<file path="src/rtl/bus_arb_pkg.sv">
// rtl/bus_arb_pkg.sv - shared types, constants and helpers for the bus arbiter
//
// Contents:
//   arb_state_t : arbiter FSM states (IDLE, GRANT, TURN)
//   BANK_W      : width of one per-master bank (offset) field
//   rotl()      : rotate-left of the low w bits of an up-to-ROT_MAX-bit vector
package bus_arb_pkg;

  typedef enum logic [1:0] {
    IDLE  = 2'd0,
    GRANT = 2'd1,
    TURN  = 2'd2
  } arb_state_t;

  localparam int BANK_W    = 3;
  localparam int ROT_MAX   = 8;
  localparam int ROT_IDX_W = 3;

  // Bit i of v moves to bit (i+sh) mod w; bits at or above w are returned as 0.
  function automatic logic [ROT_MAX-1:0] rotl(input logic [ROT_MAX-1:0] v,
                                              input int sh,
                                              input int w);
    logic [ROT_MAX-1:0] r;
    r = '0;
    for (int i = 0; i < ROT_MAX; i++) begin
      if (i < w) r[ROT_IDX_W'((i + sh) % w)] = v[i];
    end
    return r;
  endfunction

endpackage

</file>
<file path="src/rtl/rr_picker.sv">
// rtl/rr_picker.sv - combinational round-robin picker
//
// Ports:
//   req    in  N      request vector
//   start  in  SEL_W  index searched first; search wraps through N-1 back to 0
//   winner out SEL_W  first requesting index at or after start
//   valid  out 1      any request present
module rr_picker
  import bus_arb_pkg::*;
#(
  parameter int N     = 4,
  parameter int SEL_W = 2
) (
  input  logic [N-1:0]     req,
  input  logic [SEL_W-1:0] start,
  output logic [SEL_W-1:0] winner,
  output logic             valid
);

  logic [ROT_MAX-1:0] rot;

  // Rotating left by N-start lands req[start] on bit 0, so the lowest set
  // bit of rot is the first requester in search order.
  always_comb begin
    rot    = rotl(ROT_MAX'(req), (N - int'(start)) % N, N);
    valid  = 1'b0;
    winner = start;
    for (int j = ROT_MAX - 1; j >= 0; j--) begin
      if (rot[j]) begin
        valid  = 1'b1;
        winner = SEL_W'((int'(start) + j) % N);
      end
    end
  end

endmodule

</file>
<file path="src/rtl/bus_arbiter.sv">
// rtl/bus_arbiter.sv - round-robin owner arbiter for the shared tri-state bus
//
// Ports:
//   clk         in  1              system clock
//   reset       in  1              asynchronous active-high reset
//   req         in  NUM_MASTERS    per-master level request
//   out_en      out NUM_MASTERS    one-hot-or-zero bus drive enable
//   rdy         out NUM_MASTERS    per-master RDY, identical to out_en
//   offset      out 3*NUM_MASTERS  per-master bank, slice [3i+2:3i] is master i
//   owner       out SEL_W          current or most recent owner
//   busy        out 1              some master is driving the bus
//   cfg_we      in  1              bank register write strobe
//   cfg_sel     in  SEL_W          master whose bank is written
//   cfg_offset  in  3              bank value written
module bus_arbiter
  import bus_arb_pkg::*;
#(
  parameter int NUM_MASTERS = 4,
  parameter int MAX_BURST   = 16,
  parameter int TURNAROUND  = 1,
  parameter int SEL_W       = 2
) (
  input  logic                          clk,
  input  logic                          reset,
  input  logic [NUM_MASTERS-1:0]        req,
  output logic [NUM_MASTERS-1:0]        out_en,
  output logic [NUM_MASTERS-1:0]        rdy,
  output logic [BANK_W*NUM_MASTERS-1:0] offset,
  output logic [SEL_W-1:0]              owner,
  output logic                          busy,
  input  logic                          cfg_we,
  input  logic [SEL_W-1:0]              cfg_sel,
  input  logic [BANK_W-1:0]             cfg_offset
);

  // One spare bit above MAX_BURST-1 so the counter can saturate past the limit.
  localparam int BURST_W = (MAX_BURST > 1) ? $clog2(MAX_BURST) + 1 : 1;
  localparam int TURN_W  = (TURNAROUND > 1) ? $clog2(TURNAROUND) : 1;

  localparam logic [BURST_W-1:0] BURST_LAST = BURST_W'((MAX_BURST > 0) ? MAX_BURST - 1 : 0);
  localparam logic [TURN_W-1:0]  TURN_LOAD  = TURN_W'(TURNAROUND - 1);
  localparam logic [SEL_W-1:0]   LAST_IDX   = SEL_W'(NUM_MASTERS - 1);

  arb_state_t             state, state_n;
  logic [SEL_W-1:0]       owner_n;
  logic [NUM_MASTERS-1:0] out_en_n;
  logic [BURST_W-1:0]     burst_cnt, burst_n;
  logic [TURN_W-1:0]      turn_cnt, turn_n;

  logic [SEL_W-1:0]       pick_start, pick_idx;
  logic                   pick_valid;
  logic [NUM_MASTERS-1:0] pick_onehot;
  logic                   owner_req, other_req, burst_hit;

  // Search begins just past the last owner, so it is served last.
  assign pick_start = (owner == LAST_IDX) ? '0 : owner + 1'b1;

  rr_picker #(
    .N     (NUM_MASTERS),
    .SEL_W (SEL_W)
  ) u_pick (
    .req    (req),
    .start  (pick_start),
    .winner (pick_idx),
    .valid  (pick_valid)
  );

  assign pick_onehot = NUM_MASTERS'(1) << pick_idx;

  // In GRANT out_en is the owner's one-hot, so it doubles as the owner mask.
  assign owner_req = |(req & out_en);
  assign other_req = |(req & ~out_en);
  assign burst_hit = (MAX_BURST != 0) && (burst_cnt == BURST_LAST);

  assign rdy = out_en;

  always_comb begin
    state_n  = state;
    owner_n  = owner;
    out_en_n = out_en;
    burst_n  = burst_cnt;
    turn_n   = turn_cnt;
    case (state)
      IDLE: begin
        out_en_n = '0;
        if (pick_valid) begin
          out_en_n = pick_onehot;
          owner_n  = pick_idx;
          burst_n  = '0;
          state_n  = GRANT;
        end
      end
      GRANT: begin
        if (!owner_req || (burst_hit && other_req)) begin
          out_en_n = '0;
          turn_n   = TURN_LOAD;
          state_n  = TURN;
        end else if (burst_cnt != '1) begin
          burst_n = burst_cnt + 1'b1;
        end
      end
      TURN: begin
        out_en_n = '0;
        if (turn_cnt == '0) begin
          if (pick_valid) begin
            out_en_n = pick_onehot;
            owner_n  = pick_idx;
            burst_n  = '0;
            state_n  = GRANT;
          end else begin
            state_n = IDLE;
          end
        end else begin
          turn_n = turn_cnt - 1'b1;
        end
      end
      default: begin
        out_en_n = '0;
        state_n  = IDLE;
      end
    endcase
  end

  always_ff @(posedge clk or posedge reset) begin
    if (reset) begin
      state     <= IDLE;
      owner     <= LAST_IDX;
      out_en    <= '0;
      busy      <= 1'b0;
      burst_cnt <= '0;
      turn_cnt  <= '0;
    end else begin
      state     <= state_n;
      owner     <= owner_n;
      out_en    <= out_en_n;
      busy      <= |out_en_n;
      burst_cnt <= burst_n;
      turn_cnt  <= turn_n;
    end
  end

  // Bank register file; out-of-range selects are dropped.
  always_ff @(posedge clk or posedge reset) begin
    if (reset) begin
      for (int i = 0; i < NUM_MASTERS; i++) begin
        offset[i*BANK_W +: BANK_W] <= BANK_W'(i);
      end
    end else if (cfg_we && (int'(cfg_sel) < NUM_MASTERS)) begin
      offset[int'(cfg_sel)*BANK_W +: BANK_W] <= cfg_offset;
    end
  end

endmodule

</file>
<file path="config.mk">
export PLATFORM = sky130hd
export DESIGN_NAME = bus_arbiter
export DESIGN_NICKNAME = d
export VERILOG_FILES = /design/src/rtl/bus_arb_pkg.sv /design/src/rtl/rr_picker.sv /design/src/rtl/bus_arbiter.sv
export SDC_FILE = /design/constraint.sdc
export NUM_CORES = 1
export LEC_CHECK = 0
export BUFFER_PORTS_ARGS = -buffer_cell sky130_fd_sc_hd__buf_4
export CORE_UTILIZATION = 50
export DETAILED_ROUTE_END_ITERATION = 8
export PLACE_DENSITY = 0.74
export SLEW_MARGIN = 20
export SYNTH_ARGS = -nofsm -noshare
export SYNTH_HDL_FRONTEND = slang
export SYNTH_SLANG_ARGS = --single-unit
</file>
<file path="constraint.sdc">
create_clock -name clk -period 3.74 [get_ports clk]
set_input_delay 0.187 -clock clk [delete_from_list [all_inputs] [get_ports clk]]
set_output_delay 0.187 -clock clk [all_outputs]
set_load 0.1 [all_outputs]
</file>
# After elaboration in Yosys (flattened, before gate mapping)
# Cells that the tools add are included.
# totals
register_bits,27
in_bits,12
# classes
shift,3
muxes,49
add_sub_neg,15
bitwise_logic,9
mul,1
n_lt_le_gt_ge,8
eq_ne,10
n_reduce_logical,22
# op_table
cell,count
4-bit negation with 33-bit output,1
3-bit by 33-bit variable shift with 12-bit output (first input constant),1
3-bit by 33-bit indexed part select with 12-bit output,1
2-bit two-way mux,14
8-bit bitwise mux,3
3-bit by 5-bit < comparator with 1-bit output (second input constant),4
5-bit two-way mux,4
1-bit two-way mux,15
5-bit case mux with 3 select lines,1
12-bit bitwise mux,1
1-bit demux with 3-bit select,4
3-bit by 1-bit greater-or-equal comparator with 1-bit output (second input constant),4
4-bit two-way mux,3
4-bit case mux with 3 select lines,1
4-bit OR reduction,3
2-bit != test (second input constant),5
2-bit by 1-bit adder with 2-bit output (second input constant),4
2-bit adder (second input constant),4
3-bit by 3-bit adder with 4-bit output (first input constant),2
4-bit bitwise AND,2
8-bit bitwise AND,1
2-bit OR reduction,4
2-bit case mux with 3 select lines,1
5-bit by 1-bit adder with 5-bit output (second input constant),1
other kinds (22),33

# Logic depth before layout (Yosys ltp)
# logic_depth
depth_word,28
mapped_depth,8

# By module
# A second synthesis with hierarchy kept.
# unflattened
cells_unflattened,163
hier_area_um2,1642.8
# modules_own_cells
mod,cells_each,n_inst,area_per_inst_um2,seq_area_each_um2
bus_arbiter,123,1,1305.0,658.1
rr_picker,40,1,337.8,0.0

# Worst setup path after synthesis
# OpenSTA, ideal clock, no wires.
# synth_path
path_type,reg-to-reg
start,reg owner[0]
end,reg burst_cnt[0]
n_path_buf,0
arrival_ns,2.768
period_less_slack_ns,2.893
setup_slack_ns,0.847
stages_incl_launch_ff,9
path_cell_list,dfstp_2 inv_1 ha_1 and3b_1 a2111oi_2 or2_2 a41oi_4 a21o_4 mux2_4
# synth_via
elab_chain_len,25
elab_cells_between_ends,51
# synth_rtl
element,line_no,source
start: declaration,bus_arbiter.sv:29,"output logic [SEL_W-1:0] owner,"
start signal: assignment,bus_arbiter.sv:134,owner <= owner_n;
2-bit by 1-bit adder with 2-bit output or 2-bit == test (tied branches),bus_arbiter.sv:56,assign pick_start = (owner == LAST_IDX) ? '0 : owner + 1'b1;
2-bit two-way mux *,bus_arbiter.sv:56,
3-bit by 2-bit subtractor with 4-bit output *,rr_picker.sv:25,"rot = rotl(ROT_MAX'(req), (N - int'(start)) % N, N);"
2-bit OR reduction (no line),n/a,
1-bit bitwise AND (no line),n/a,
2-bit by 3-bit adder with 4-bit output or 1-bit bitwise AND (tied branches),n/a,
"1-bit bitwise AND (no line), or another cell as far along",n/a,
"3-bit by 5-bit < comparator with 1-bit output (not written as such), or another cell as far along",bus_arb_pkg.sv:26,if (i < w) r[ROT_IDX_W'((i + sh) % w)] = v[i];
[... 2 more ...],n/a,
1-bit demux with 3-bit select or 8-bit bitwise AND (tied branches),n/a,
8-bit bitwise mux (2 in a row),bus_arb_pkg.sv:26,
8-bit bitwise mux *,bus_arb_pkg.sv:26,
1-bit two-way mux (7 in a row),rr_picker.sv:29,if (rot[j]) begin
1-bit two-way mux *,rr_picker.sv:29,
5-bit two-way mux *,n/a,
5-bit two-way mux,n/a,
5-bit case mux with 3 select lines *,n/a,
end signal: assignment,bus_arbiter.sv:137,burst_cnt <= burst_n;
end: declaration,bus_arbiter.sv:47,"logic [BURST_W-1:0] burst_cnt, burst_n;"
# Mark *: on every way between the ends. The rest lies on a longest branch, timed or not. The select of a mux whose other input is x is not followed.
# A chain may end at the register's enable or synchronous reset.

# Worst setup path after layout
# layout_path
start,reg owner[0]
end,reg burst_cnt[1]
# The elaborated chain is that of the path after synthesis.

==> qor.yml <==
wl_met1_um: 1470
cts_setup_buffers: 0
cts_tree: "yes"
first_pass_iters: 4
synth-async-reset-ratio_pct: 100
timing.final.crit_period_ns: 2.67
antennaDiodeCount: 0
pre_cts_ws_ns: 1.08
num_vias: 1310
setup_viol_count_final: 0
cts_buffers: 3
wl_met2_um: 1730
synth_common_cells: "dfrtp_1, ha_1, nand2_1, nor2_1, o21ai_0"
status: "finished, final reports clean"
crit_arrival_ns: 2.90
timing.hold.worst.class: "input pin to asynchronous set/reset pin"
root_buffer: "clkbuf_4"
final_area_um2: 1950
rsz0062_at_grt: "no"
maxCapViolations: 0
slowest_delay_ns: 0.64
grt_pass1_vias: 1279
hpwl_um: 2640
area_growth_pct: 20.5
ios: 35
grt_pass1_wl_um: 5500
cts.clk_slew.worst_paths_ns: 0.15
nNetsFinal: 221
dpl-instance-area_um2: 1900
die_w_um: 58.9
relSlewSlack_pct: 36.7
hold_violations: 0
ir_drop_mv: 0.451
yosys_most_used_dff: "dfrtp_1"
slowest_stage: "dfstp_2"
fin_crit_sh_pct: 71.4
wl_met3_um: 154
cts_resized: 0
drive_above_1_share_pct: 29.9
final_cells: 238
tns_ns: 0
fmax_ghz: 0.374
synth-seq-cells: 26
synth_top_cell_area_share_pct: 30.9
syn_nets: 186
antenna_found_initial: 0
gr-usage-all-layers_pct: 20.9
synth.avg_cell_area_um2: 10.1
grt_overflow: 0
htreeDepth: 1
critPathCaptureType: "flop"
gp_congestion: 0.797
numClockSinks: 26
synth.most_common_cell: "dfrtp_1"
port_buffers: 34
crit_fanout: 9
chipHeight_um: 58.9
clkLatencyLatePin_ns: 0.32
start_util_pct: 53.1
synth_edf_count: 0
power.density_nw_per_um2: 926
yosys-top-cells-area: "dfrtp_1, ha_1, dfstp_2"
startpoint_type: "flop"
highest_layer: "met4"
coreArea_um2: 3050
setup_ws_ns: 1.07
dp_cells: 234
fin_skew_ns: 0.0111
ctsHoldBuffers: 0
path_cells: "inv_1, ha_1, and3b_1, a2111oi_2, or2_2, a41oi_4, a21o_4, mux2_4"
syn_inst: 160
drtIter0Drc: 53
yosysUniqueCellTypes: 35
required_ns: 3.97
leakagePower_nw: 0.932
die_area_um2: 3470
ys_warn_count: 0
critical_path_class: "flop to flop"
tightest_slew_ns: 0.949
slew_violations: 0
clockBufferDepth: 2
wire_per_inst_um: 14.2
synth_top_area_cell: "dfrtp_1"
synth_sequential_area_ratio_pct: 40.6
postRouteAntennaNets: 0
via_per_inst: 5.50
grt_max_degree: 27
drc: 0
rows: 20
synth_area_um2: 1620
finalWirelength_um: 3380
==> cells by family after synthesis <==
kind of cell               synth area share [%]
and+or+nand+nor                            17.6
DFF                                        40.6
adders and majority gates                  10.8
muxes                                      4.02
AOI/OAI and AO/OA                          20.8
xor gates and xnor gates                   2.16
buffers and inverters                      3.94
==> where the power goes <==
group | internal, W | total, W | leakage, nW | switching, W
logic | 0.000404 | 0.00119 | 0.575 | 0.000788
registers | 0.000359 | 0.000423 | 0.330 | 0.0000645
clock network | 0.000108 | 0.000193 | 0.0279 | 0.0000844
total | 0.000871 | 0.00181 | 0.932 | 0.000937
==> worst paths after layout <==
check / endpoint / slack (ns) / start / cells past startpoint
max in group asynchronous: out_en[0] / 3.10 / reset / 2
worst max-delay path: burst_cnt[1] / 1.07 / owner[0] / 8
worst min register to register: offset[8] / 0.51 / offset[8] / 2
worst min-delay path: offset[0] / 0.06 / reset / 2
worst max register to register: burst_cnt[1] / 1.07 / owner[0] / 8
min in group clk: offset[11] / 0.12 / cfg_offset[2] / 2
==> flip-flops by register name, summed over array words and instances, names as in the netlist <==
| register | count |
|---|---|
| burst_cnt | 5 |
| busy | 1 |
| offset | 12 |
| out_en | 4 |
| owner | 2 |
| state | 2 |
==> final cells by class <==
class	instances	area, µm²
clock buffer	3	22.5
clock inverter	1	30.0
fill	275	1100
inverter	9	33.8
multi-input combinational	121	898
sequential	26	658
tap	44	55.1
timing repair buffer	34	255
==> critical path: cells and delay by family (launching register included) <==
kind	cells	cell delay, ns
compound gates	3	0.84
flops	1	0.64
simple gates	2	0.46
fa+ha+maj	1	0.29
mux	1	0.29
buf+inv	1	0.08
==> cells in the final DEF, fill, tap and decap left out, types with 4 or more instances in the layout <==
| cell | n |
|---|---|
| buf_4 | 34 |
| nand2_1 | 14 |
| nor2_1 | 14 |
| a211oi_1 | 4 |
| ha_1 | 14 |
| nand2b_1 | 5 |
| inv_1 | 9 |
| a21oi_1 | 4 |
| nand3_1 | 8 |
| o21ai_0 | 11 |
| dfstp_2 | 6 |
| or2_2 | 5 |
| dfrtp_1 | 20 |
| a22o_1 | 10 |
==> routing by layer <==
layer,up-vias,GRT usage [%]
li1,637,-
met1,622,25.2
met2,47,36.9
met3,4,2.64
met4,0,9.86
met5,-,0
==> through the flow <==
stage	utilization [%]	power (W)	hold slack (ns)
6_report	64.0	0.00181	0.0605
5_1_grt	64.0	0.00191	0.105
4_1_cts	64.0	0.00181	0.0812
3_5_place_dp	62.3	0.00161	0.455
3_3_place_gp	62.3	0.00158	0.438
2_1_floorplan	-	0.00140	0.223
Power figures use the tool's default switching activity.
